==> src/rtl/sha256_msg_loader.sv <==
// rtl/sha256_msg_loader.sv - SHA-256 single-block padder/loader and digest reader for sha256_core
// Optional watchdog on the core interrupt: define SHA_LOADER_TIMEOUT_EN.
module sha256_msg_loader #(
  parameter int MAX_LEN     = 55,
  parameter int STATUS_ADDR = 81,
  parameter int DIGEST_TOP  = 117,
  parameter int WORD_TOP    = 63
`ifdef SHA_LOADER_TIMEOUT_EN
  ,
  parameter int TIMEOUT_CYCLES = 255
`endif
) (
  input  logic       i_clk,
  input  logic       i_rst_n,
  input  logic [7:0] i_s_data,
  input  logic       i_s_valid,
  input  logic       i_s_last,
  output logic       o_s_ready,
  output logic [7:0] o_m_data,
  output logic       o_m_valid,
  output logic       o_m_last,
  input  logic       i_m_ready,
  output logic [6:0] o_w_addr,
  output logic [7:0] o_data8,
  output logic       o_we,
  input  logic [7:0] i_core_data,
  input  logic       i_core_irq,
  output logic       o_busy,
  output logic       o_err
);

  localparam logic [2:0] S_IDLE  = 3'd0;
  localparam logic [2:0] S_LOAD  = 3'd1;
  localparam logic [2:0] S_PAD   = 3'd2;
  localparam logic [2:0] S_START = 3'd3;
  localparam logic [2:0] S_WAIT  = 3'd4;
  localparam logic [2:0] S_READ  = 3'd5;
  localparam logic [2:0] S_DRAIN = 3'd6;

  localparam logic [6:0] WORD_A   = 7'(WORD_TOP);
  localparam logic [6:0] DIGEST_A = 7'(DIGEST_TOP);
  localparam logic [6:0] STATUS_A = 7'(STATUS_ADDR);
  localparam logic [5:0] MAX_K    = 6'(MAX_LEN);

  logic [2:0] state_q, state_d;
  logic [5:0] k_q, k_d;
  logic [5:0] len_q, len_d;
  logic [4:0] j_q, j_d;
  logic       we_q, we_d;
  logic [6:0] addr_q, addr_d;
  logic [7:0] data_q, data_d;
  logic       err_q, err_d;
  logic       start_ph_q, start_ph_d;
  logic       alive_q;
`ifdef SHA_LOADER_TIMEOUT_EN
  logic [7:0] wd_q, wd_d;
`endif

  logic       accept;
  logic [8:0] bit_len;
  logic [7:0] pad_byte;

  // alive_q keeps o_s_ready low while reset is held and for the first edge after release
  assign o_s_ready = alive_q && (state_q == S_IDLE || state_q == S_LOAD || state_q == S_DRAIN);
  assign accept    = i_s_valid && o_s_ready;
  assign bit_len   = {len_q, 3'b000};

  always_comb begin
    pad_byte = 8'h00;
    if (k_q == len_q)       pad_byte = 8'h80;
    else if (k_q == 6'd62)  pad_byte = {7'd0, bit_len[8]};
    else if (k_q == 6'd63)  pad_byte = bit_len[7:0];
  end

  always_comb begin
    state_d    = state_q;
    k_d        = k_q;
    len_d      = len_q;
    j_d        = j_q;
    we_d       = 1'b0;
    addr_d     = 7'd0;
    data_d     = 8'd0;
    err_d      = err_q;
    start_ph_d = start_ph_q;
`ifdef SHA_LOADER_TIMEOUT_EN
    wd_d       = wd_q;
`endif
    case (state_q)
      S_IDLE: begin
        if (accept) begin
          err_d  = 1'b0;
          we_d   = 1'b1;
          addr_d = WORD_A;
          data_d = i_s_data;
          k_d    = 6'd1;
          if (i_s_last) begin
            len_d   = 6'd1;
            state_d = S_PAD;
          end else begin
            state_d = S_LOAD;
          end
        end
      end
      S_LOAD: begin
        if (accept) begin
          if (k_q == MAX_K) begin
            err_d   = 1'b1;
            k_d     = 6'd0;
            state_d = i_s_last ? S_IDLE : S_DRAIN;
          end else begin
            we_d   = 1'b1;
            addr_d = WORD_A - {1'b0, k_q};
            data_d = i_s_data;
            k_d    = k_q + 6'd1;
            if (i_s_last) begin
              len_d   = k_q + 6'd1;
              state_d = S_PAD;
            end
          end
        end
      end
      S_PAD: begin
        we_d   = 1'b1;
        addr_d = WORD_A - {1'b0, k_q};
        data_d = pad_byte;
        if (k_q == 6'd63) begin
          k_d        = 6'd0;
          start_ph_d = 1'b0;
          state_d    = S_START;
        end else begin
          k_d = k_q + 6'd1;
        end
      end
      S_START: begin
        // Phase 0 registers the START write; phase 1 lets it drive the bus before WAIT
        if (!start_ph_q) begin
          we_d       = 1'b1;
          addr_d     = STATUS_A;
          data_d     = 8'h01;
          start_ph_d = 1'b1;
        end else begin
          start_ph_d = 1'b0;
          state_d    = S_WAIT;
`ifdef SHA_LOADER_TIMEOUT_EN
          wd_d       = 8'd0;
`endif
        end
      end
      S_WAIT: begin
        if (i_core_irq) begin
          j_d     = 5'd0;
          state_d = S_READ;
        end
`ifdef SHA_LOADER_TIMEOUT_EN
        else if (wd_q == 8'(TIMEOUT_CYCLES - 1)) begin
          err_d   = 1'b1;
          state_d = S_IDLE;
        end else begin
          wd_d = wd_q + 8'd1;
        end
`endif
      end
      S_READ: begin
        if (i_m_ready) begin
          if (j_q == 5'd31) begin
            j_d     = 5'd0;
            state_d = S_IDLE;
          end else begin
            j_d = j_q + 5'd1;
          end
        end
      end
      S_DRAIN: begin
        if (accept && i_s_last) state_d = S_IDLE;
      end
      default: state_d = S_IDLE;
    endcase
  end

  always_ff @(posedge i_clk or negedge i_rst_n) begin
    if (!i_rst_n) begin
      state_q    <= S_IDLE;
      k_q        <= 6'd0;
      len_q      <= 6'd0;
      j_q        <= 5'd0;
      we_q       <= 1'b0;
      addr_q     <= 7'd0;
      data_q     <= 8'd0;
      err_q      <= 1'b0;
      start_ph_q <= 1'b0;
      alive_q    <= 1'b0;
`ifdef SHA_LOADER_TIMEOUT_EN
      wd_q       <= 8'd0;
`endif
    end else begin
      state_q    <= state_d;
      k_q        <= k_d;
      len_q      <= len_d;
      j_q        <= j_d;
      we_q       <= we_d;
      addr_q     <= addr_d;
      data_q     <= data_d;
      err_q      <= err_d;
      start_ph_q <= start_ph_d;
      alive_q    <= 1'b1;
`ifdef SHA_LOADER_TIMEOUT_EN
      wd_q       <= wd_d;
`endif
    end
  end

  assign o_we      = we_q;
  assign o_data8   = data_q;
  assign o_w_addr  = (state_q == S_READ) ? (DIGEST_A - {2'b00, j_q}) : addr_q;
  assign o_m_valid = (state_q == S_READ);
  assign o_m_data  = o_m_valid ? i_core_data : 8'h00;
  assign o_m_last  = o_m_valid && (j_q == 5'd31);
  assign o_busy    = (state_q != S_IDLE);
  assign o_err     = err_q;

endmodule

==> config.mk <==
export PLATFORM = sky130hd
export DESIGN_NAME = sha256_msg_loader
export DESIGN_NICKNAME = d
export VERILOG_FILES = /design/src/rtl/sha256_msg_loader.sv
export SDC_FILE = /design/constraint.sdc
export NUM_CORES = 1
export LEC_CHECK = 0
export ABC_CLOCK_PERIOD_IN_PS = 2500
export CAP_MARGIN = 20
export CELL_PAD_IN_SITES_DETAIL_PLACEMENT = 1
export CELL_PAD_IN_SITES_GLOBAL_PLACEMENT = 1
export CORE_UTILIZATION = 38
export DETAILED_ROUTE_END_ITERATION = 10
export PLACE_DENSITY_LB_ADDON = 0.1
export RECOVER_POWER = 100
export SYNTH_ARGS = -nofsm -noshare
export SYNTH_HDL_FRONTEND = slang
export SYNTH_SLANG_ARGS = --single-unit
==> constraint.sdc <==
create_clock -name i_clk -period 2.5 [get_ports i_clk]
set_input_delay 0.5 -clock i_clk [delete_from_list [all_inputs] [get_ports i_clk]]
set_output_delay 0.5 -clock i_clk [all_outputs]
set_load 0.01 [all_outputs]
* Word-level counts from Yosys, hierarchy flattened
Cells that the tools add are included.
** Word-level totals
- Register bits :: 39
- Input port bits :: 22
- Output and inout bits :: 29
** Cells by class
- Add/subtract/negate cells :: 4
- Equal/unequal tests :: 24
- Multiplexer cells :: 54
- Reductions and logical operators :: 18
** Operators with widths (count)
- $mux 6 :: 10
- $mux 8 :: 7
- $mux 3 :: 11
- $pmux 8 s4 :: 1
- $mux 7 :: 4
- $pmux 7 s4 :: 1
- $pmux 3 s7 :: 1
- $eq 6x6->1 const B :: 3
- $pmux 6 s3 :: 1
- $ne 2x2->1 const B :: 8
- $mux 5 :: 3
- $pmux 6 s2 :: 1
- $pmux 5 s2 :: 1
- $eq 3x3->1 const B :: 3
- $mux 1 :: 9
- $reduce_and 9->1 :: 1
- $ne 2x1->1 const B :: 4
- $sub 5x6->7 const A :: 1
- $sub 6x6->7 const A :: 1
- $add 6x1->6 const B :: 1
- $eq 3x2->1 const B :: 2
- $eq 6x6->1 :: 1
- $reduce_and 3->1 :: 2
- $reduce_and 6->1 :: 1
- other kinds (14) :: 22

* Depth between registers and ports, before layout
- Word-level depth :: 8
- Gate-level depth with buffers :: 9

* Least setup slack after synthesis
No wires, ideal clock.
- Path kind :: register -> register
- Start point :: register j_q[1]
- End point :: register state_q[1]
- Setup time :: 0.128 ns
- Arrival time :: 1.943 ns
- Setup slack :: 0.430 ns
- Cell stages (with the launch flop) :: 9
- Period minus slack after synthesis :: 2.070 ns
- Path through :: dfrtp_1 > ha_1 > and3_1 > ha_1 > nand3_1 > a31oi_2 > o311ai_4 > a221oi_4 > mux2_1
** On the way
- Word-level cells in the longest chain between the ends :: 3
** Ends and longest elaborated chain
- start: declaration :: line 48 : logic [4:0] j_q, j_d;
- start signal: assignment :: line 199 : j_q <= j_d;
- $eq 5x5->1 :: line 165 : if (j_q == 5'd31) begin
- $ne 2x1->1 (no source line)
- $reduce_and 9->1 (no source line)
- end signal: assignment :: line 196 : state_q <= state_d;
- end: declaration :: line 45 : logic [2:0] state_q, state_d;
No other way between the ends.
A chain may end at the register's enable or synchronous reset.

* Worst setup path after layout
- Start point :: register j_q[1]
- End point :: output o_w_addr[5]
** On the way
- Word-level cells in the longest chain between the ends :: 2
** Ends and longest elaborated chain
- $sub 5x6->7 :: line 214 : assign o_w_addr = (state_q == S_READ) ? (DIGEST_A - {2'b00, j_q}) : addr_q;
- $mux 7 :: line 214
- end: declaration :: line 23 : output logic [6:0] o_w_addr,
No other way between the ends.

==> impl_table.tex <==
\begin{tabular}{lr}
\hline
Metric & Value \\
\hline
\multicolumn{2}{l}{\textbf{Power and ir drop}} \\
\quad Total power & 3.36 mW \\
\quad Max VDD drop & 0.516 mV \\
\quad Static power due to leakage & 1.41 nW \\
\quad Pwr/cell area & 1080 nW/um\^{}2 \\
\multicolumn{2}{l}{\textbf{Routing}} \\
\quad Detailed Route Iter0 Violations & 74 \\
\quad Total Wirelength & 6.85 mm \\
\quad 1st-pass router iterations & 4 \\
\quad Post-detailed-route wirelength per cell & 17.1 um \\
\quad Routed via count & 2192 \\
\quad Number of vias per cell & 5.47 \\
\quad Detail Route Antenna Nets & 0 \\
\quad Number of DRC violations after detailed routing & 0 \\
\multicolumn{2}{l}{\textbf{Final layout}} \\
\quad Multi-input gate area & 1280 um\^{}2 \\
\quad Fillers & 704 \\
\quad Fraction of final layout cells with drive strength greater than 1 & 12.0\% \\
\quad Layout overhead on the synthesized area & 29.3\% \\
\quad Antenna diode instance count & 0 \\
\quad Number of nets in the layout & 353 \\
\quad Storage element area & 976 um\^{}2 \\
\multicolumn{2}{l}{\textbf{Floorplanning}} \\
\quad Starting Density & 40.1\% \\
\quad Die Height & 81.7 um \\
\quad Floorplan die width & 81.7 um \\
\quad Core Footprint & 6030 um\^{}2 \\
\quad Core Rows & 28 \\
\quad Die Outline Area & 6680 um\^{}2 \\
\quad I/O pin count & 51 \\
\multicolumn{2}{l}{\textbf{Logic synthesis}} \\
\quad Sequential-to-total area share from yosys stat & 40.4\% \\
\quad Leading register cell type out of synthesis & sky130\_fd\_sc\_hd\_\_dfrtp\_1 \\
\quad XOR/XNOR share of the synthesized area & 4.35\% \\
\quad Post-synthesis mux area share & 2.28\% \\
\quad Post-Synthesis Mean Instance Area & 9.01 um\^{}2 \\
\quad Synthesized cell area & 2410 um\^{}2 \\
\quad Synthesized Nets & 296 \\
\quad Main combinational cell family by area after synthesis & simple AND/OR/NAND/NOR gates \\
\quad List of most frequent post-synthesis cells & 40 x sky130\_fd\_sc\_hd\_\_nand2\_1, 39 x sky130\_fd\_sc\_hd\_\_dfrtp\_1, 25 x sky130\_fd\_sc\_hd\_\_nor2\_1 \\
\quad Cell taking the most area after synthesis & sky130\_fd\_sc\_hd\_\_dfrtp\_1 \\
\quad Synth Area in Compound Gates & 19.2\% \\
\quad Register bit count reported by yosys & 39 \\
\quad Yosys cell types & 56 \\
\quad Fraction of registers with async set/reset & 100\% \\
\quad Share of Yosys cell area claimed by the top area cell type & 40.4\% \\
\quad Synthesized netlist cell count & 268 \\
\quad Area fraction in and, or, nand and nor cells after synthesis & 25.5\% \\
\quad Count of flip-flops with a built-in enable after synthesis & 0 \\
\quad Leading cell types by total area after synthesis & sky130\_fd\_sc\_hd\_\_dfrtp\_1 40\%, sky130\_fd\_sc\_hd\_\_nand2\_1 6.2\%, sky130\_fd\_sc\_hd\_\_nor2\_1 3.9\%, sky130\_fd\_sc\_hd\_\_and3\_1 3.6\%, sky130\_fd\_sc\_hd\_\_xnor2\_1 3.3\% \\
\quad Post-synthesis adder-cell area fraction & 3.11\% \\
\quad Warning count from the yosys run & 0 \\
\quad Most common cell in the synthesized netlist & sky130\_fd\_sc\_hd\_\_nand2\_1 \\
\multicolumn{2}{l}{\textbf{Critical path}} \\
\quad Setup slack of the worst register-to-register path & 0.15 ns \\
\quad Arr. time, crit path & 1.92 ns \\
\quad Worst Setup End Kind & output port \\
\quad Category of the most critical setup path & reg -> out \\
\quad CP Launch Type & flip-flop \\
\quad CP required & 2.00 ns \\
\quad Maximum fanout encountered on the critical timing path & 5 \\
\multicolumn{2}{l}{\textbf{Global route}} \\
\quad Combined global-route utilization of all metal layers & 22.4\% \\
\quad Number of antenna violations at the first check in global routing & 0 \\
\quad Via count of the first global-routing pass & 2121 \\
\quad Maximum number of pins on one net before global-route repair & 40 \\
\quad Total congestion overflow after global routing & 0 \\
\quad First-pass GRT wire length & 11.1 mm \\
\multicolumn{2}{l}{\textbf{STA}} \\
\quad Final number of setup-violating endpoints & 0 \\
\quad Setup TNS & 0 ns \\
\quad Slew @ Worst Pin & 0.974 ns \\
\quad Largest clock skew in the final design & 0.00583 ns \\
\quad Final period util & 96.6\% \\
\quad Setup repair after global routing missed its margin & no \\
\quad Final period demand of the worst path & 2.42 ns \\
\quad Max-slew violation count & 0 \\
\quad Hold Fails Final Rpt & 0 \\
\quad Timing-limited maximum frequency & 0.414 GHz \\
\quad Worst slew margin relative to its limit & 35.0\% \\
\multicolumn{2}{l}{\textbf{Clock tree}} \\
\quad Largest buffer count on any clock path & 2 \\
\quad Clock tree from TritonCTS & yes \\
\quad Hold bufs inserted after CTS & 0 \\
\quad Clock transition time at the flip-flop clock pins of the worst setup and hold paths & 0.08 ns \\
\quad Clock latency at the later pin of the worst-skew pair & 0.30 ns \\
\quad Sink count of the clock tree & 39 \\
\quad H-tree depth & 2 \\
\quad Clock tree root driver cell & sky130\_fd\_sc\_hd\_\_clkbuf\_8 \\
\quad Number of buffers created by CTS & 5 \\
\multicolumn{2}{l}{\textbf{Run status}} \\
\quad Outcome & finished, final reports clean \\
\multicolumn{2}{l}{\textbf{Placement}} \\
\quad Last weighted congestion value of the routability-driven placer & 0.818 \\
\quad Detailed placer's ending HPWL & 4.96 mm \\
\quad \# port buffers & 50 \\
\multicolumn{2}{l}{\textbf{Flow run}} \\
\quad Count of max-cap constraint violations & 0 \\
\multicolumn{2}{l}{\textbf{Min path}} \\
\quad Worst min-delay path category & in -> async \\
\hline
\end{tabular}
## routing by layer
layer  global-route usage (%)  vias up  wire length (um)
met3                     3.22        5               190
met4                     7.19        0                68
met1                     31.7     1078              3330
met2                     35.0       42              3260
li1                         -     1067                 -
met5                        0        -                 0
## cells by family (layout without fill, tap and decap cells)
family,Yosys count,in the layout
AOI/OAI and AO/OA,64,64
xor gates and xnor gates,12,12
adders and majority gates,6,6
buffers and inverters,24,82
DFF,39,39
muxes,5,5
other,1,1
and+or+nand+nor,117,117
## cell usage in the layout (no fill, tap or decap), types with 5 or more instances in the layout
| master | instances |
|---|---|
| sky130_fd_sc_hd__clkdlybuf4s50_1 | 33 |
| sky130_fd_sc_hd__dlygate4sd3_1 | 15 |
| sky130_fd_sc_hd__and3_1 | 14 |
| sky130_fd_sc_hd__nor3_1 | 7 |
| sky130_fd_sc_hd__ha_1 | 6 |
| sky130_fd_sc_hd__buf_4 | 15 |
| sky130_fd_sc_hd__nand2_1 | 41 |
| sky130_fd_sc_hd__nand3_1 | 11 |
| sky130_fd_sc_hd__o21ai_0 | 12 |
| sky130_fd_sc_hd__o31ai_1 | 7 |
| sky130_fd_sc_hd__clkbuf_8 | 5 |
| sky130_fd_sc_hd__xnor2_1 | 9 |
| sky130_fd_sc_hd__nor2_1 | 25 |
| sky130_fd_sc_hd__a22o_1 | 5 |
| sky130_fd_sc_hd__dfrtp_1 | 39 |
| sky130_fd_sc_hd__a21oi_1 | 15 |
## metrics by stage
| step | area (um^2) | utilization, % | hold WS (ns) | worst slack [ns] | instances |
|---|---|---|---|---|---|
| 3_5_place_dp | 3040 | 50.5 | 0.526 | 0.198 | 391 |
| 5_1_grt | 3120 | 51.8 | 0.448 | 0.0102 | 401 |
| 6_report | 3120 | 51.8 | 0.347 | 0.0841 | 401 |
| 3_3_place_gp | 3040 | 50.5 | 0.522 | 0.247 | 391 |
| 4_1_cts | 3180 | 52.7 | 0.353 | 0.0144 | 400 |
| 2_1_floorplan | 2410 | - | 0.204 | 0.430 | 268 |
## worst max-delay path, cell delays in order, from the launching register on
cell and delay [ns]:
sky130_fd_sc_hd__dfrtp_1 0.41, sky130_fd_sc_hd__buf_4 0.16, sky130_fd_sc_hd__ha_1 0.22, sky130_fd_sc_hd__o211ai_1 0.16, sky130_fd_sc_hd__o21a_1 0.14, sky130_fd_sc_hd__clkdlybuf4s50_1 0.52
## what timing repair did
action                                  in CTS  in global routing
endpoints found under the setup margin       2                  2
setup buffers                                1                  1
resized for setup                            3                  3
gates cloned                                 0                  0
## area by class of cell
| cell class | count | share of cell area [%] |
|---|---|---|
| Multi-Input combinational cell | 205 | 40.9 |
| Timing Repair Buffer | 68 | 20.5 |
| Tap cell | 75 | 3.00 |
| Clock buffer | 5 | 2.20 |
| Inverter | 6 | 0.801 |
| Clock inverter | 3 | 1.40 |
| Sequential cell | 39 | 31.2 |
## final timing paths
kind | start | to | cells after the start
worst max register to register | j_q[0]$_DFFE_PN0P_ | state_q[1]$_DFFE_PN0P_ | 8
worst min-delay path | i_rst_n | o_data8[6]$_DFF_PN0_ | 1
max in group asynchronous | i_rst_n | alive_q$_DFF_PN0_ | 1
worst min register to register | len_q[0]$_DFFE_PN0P_ | len_q[0]$_DFFE_PN0P_ | 2
min in group i_clk | len_q[0]$_DFFE_PN0P_ | len_q[0]$_DFFE_PN0P_ | 2
worst max-delay path | j_q[1]$_DFFE_PN0P_ | o_w_addr[5] | 5
## registers in the layout (all words and copies together) (netlist names)
name and count:
len_q 6, alive_q 1, state_q 3, start_ph_q 1, o_we 1, o_data8 8, k_q 6, o_err 1
j_q 5, addr_q 7
## power breakdown
group	internal, mW	switching, mW	leakage, nW	total (mW)
clock network	0.297	0.238	0.0581	0.535
registers	0.833	0.161	0.513	0.994
logic	0.826	1.01	0.838	1.83
total	1.96	1.40	1.41	3.36
No activity file was read; power rests on OpenSTA's default activity.
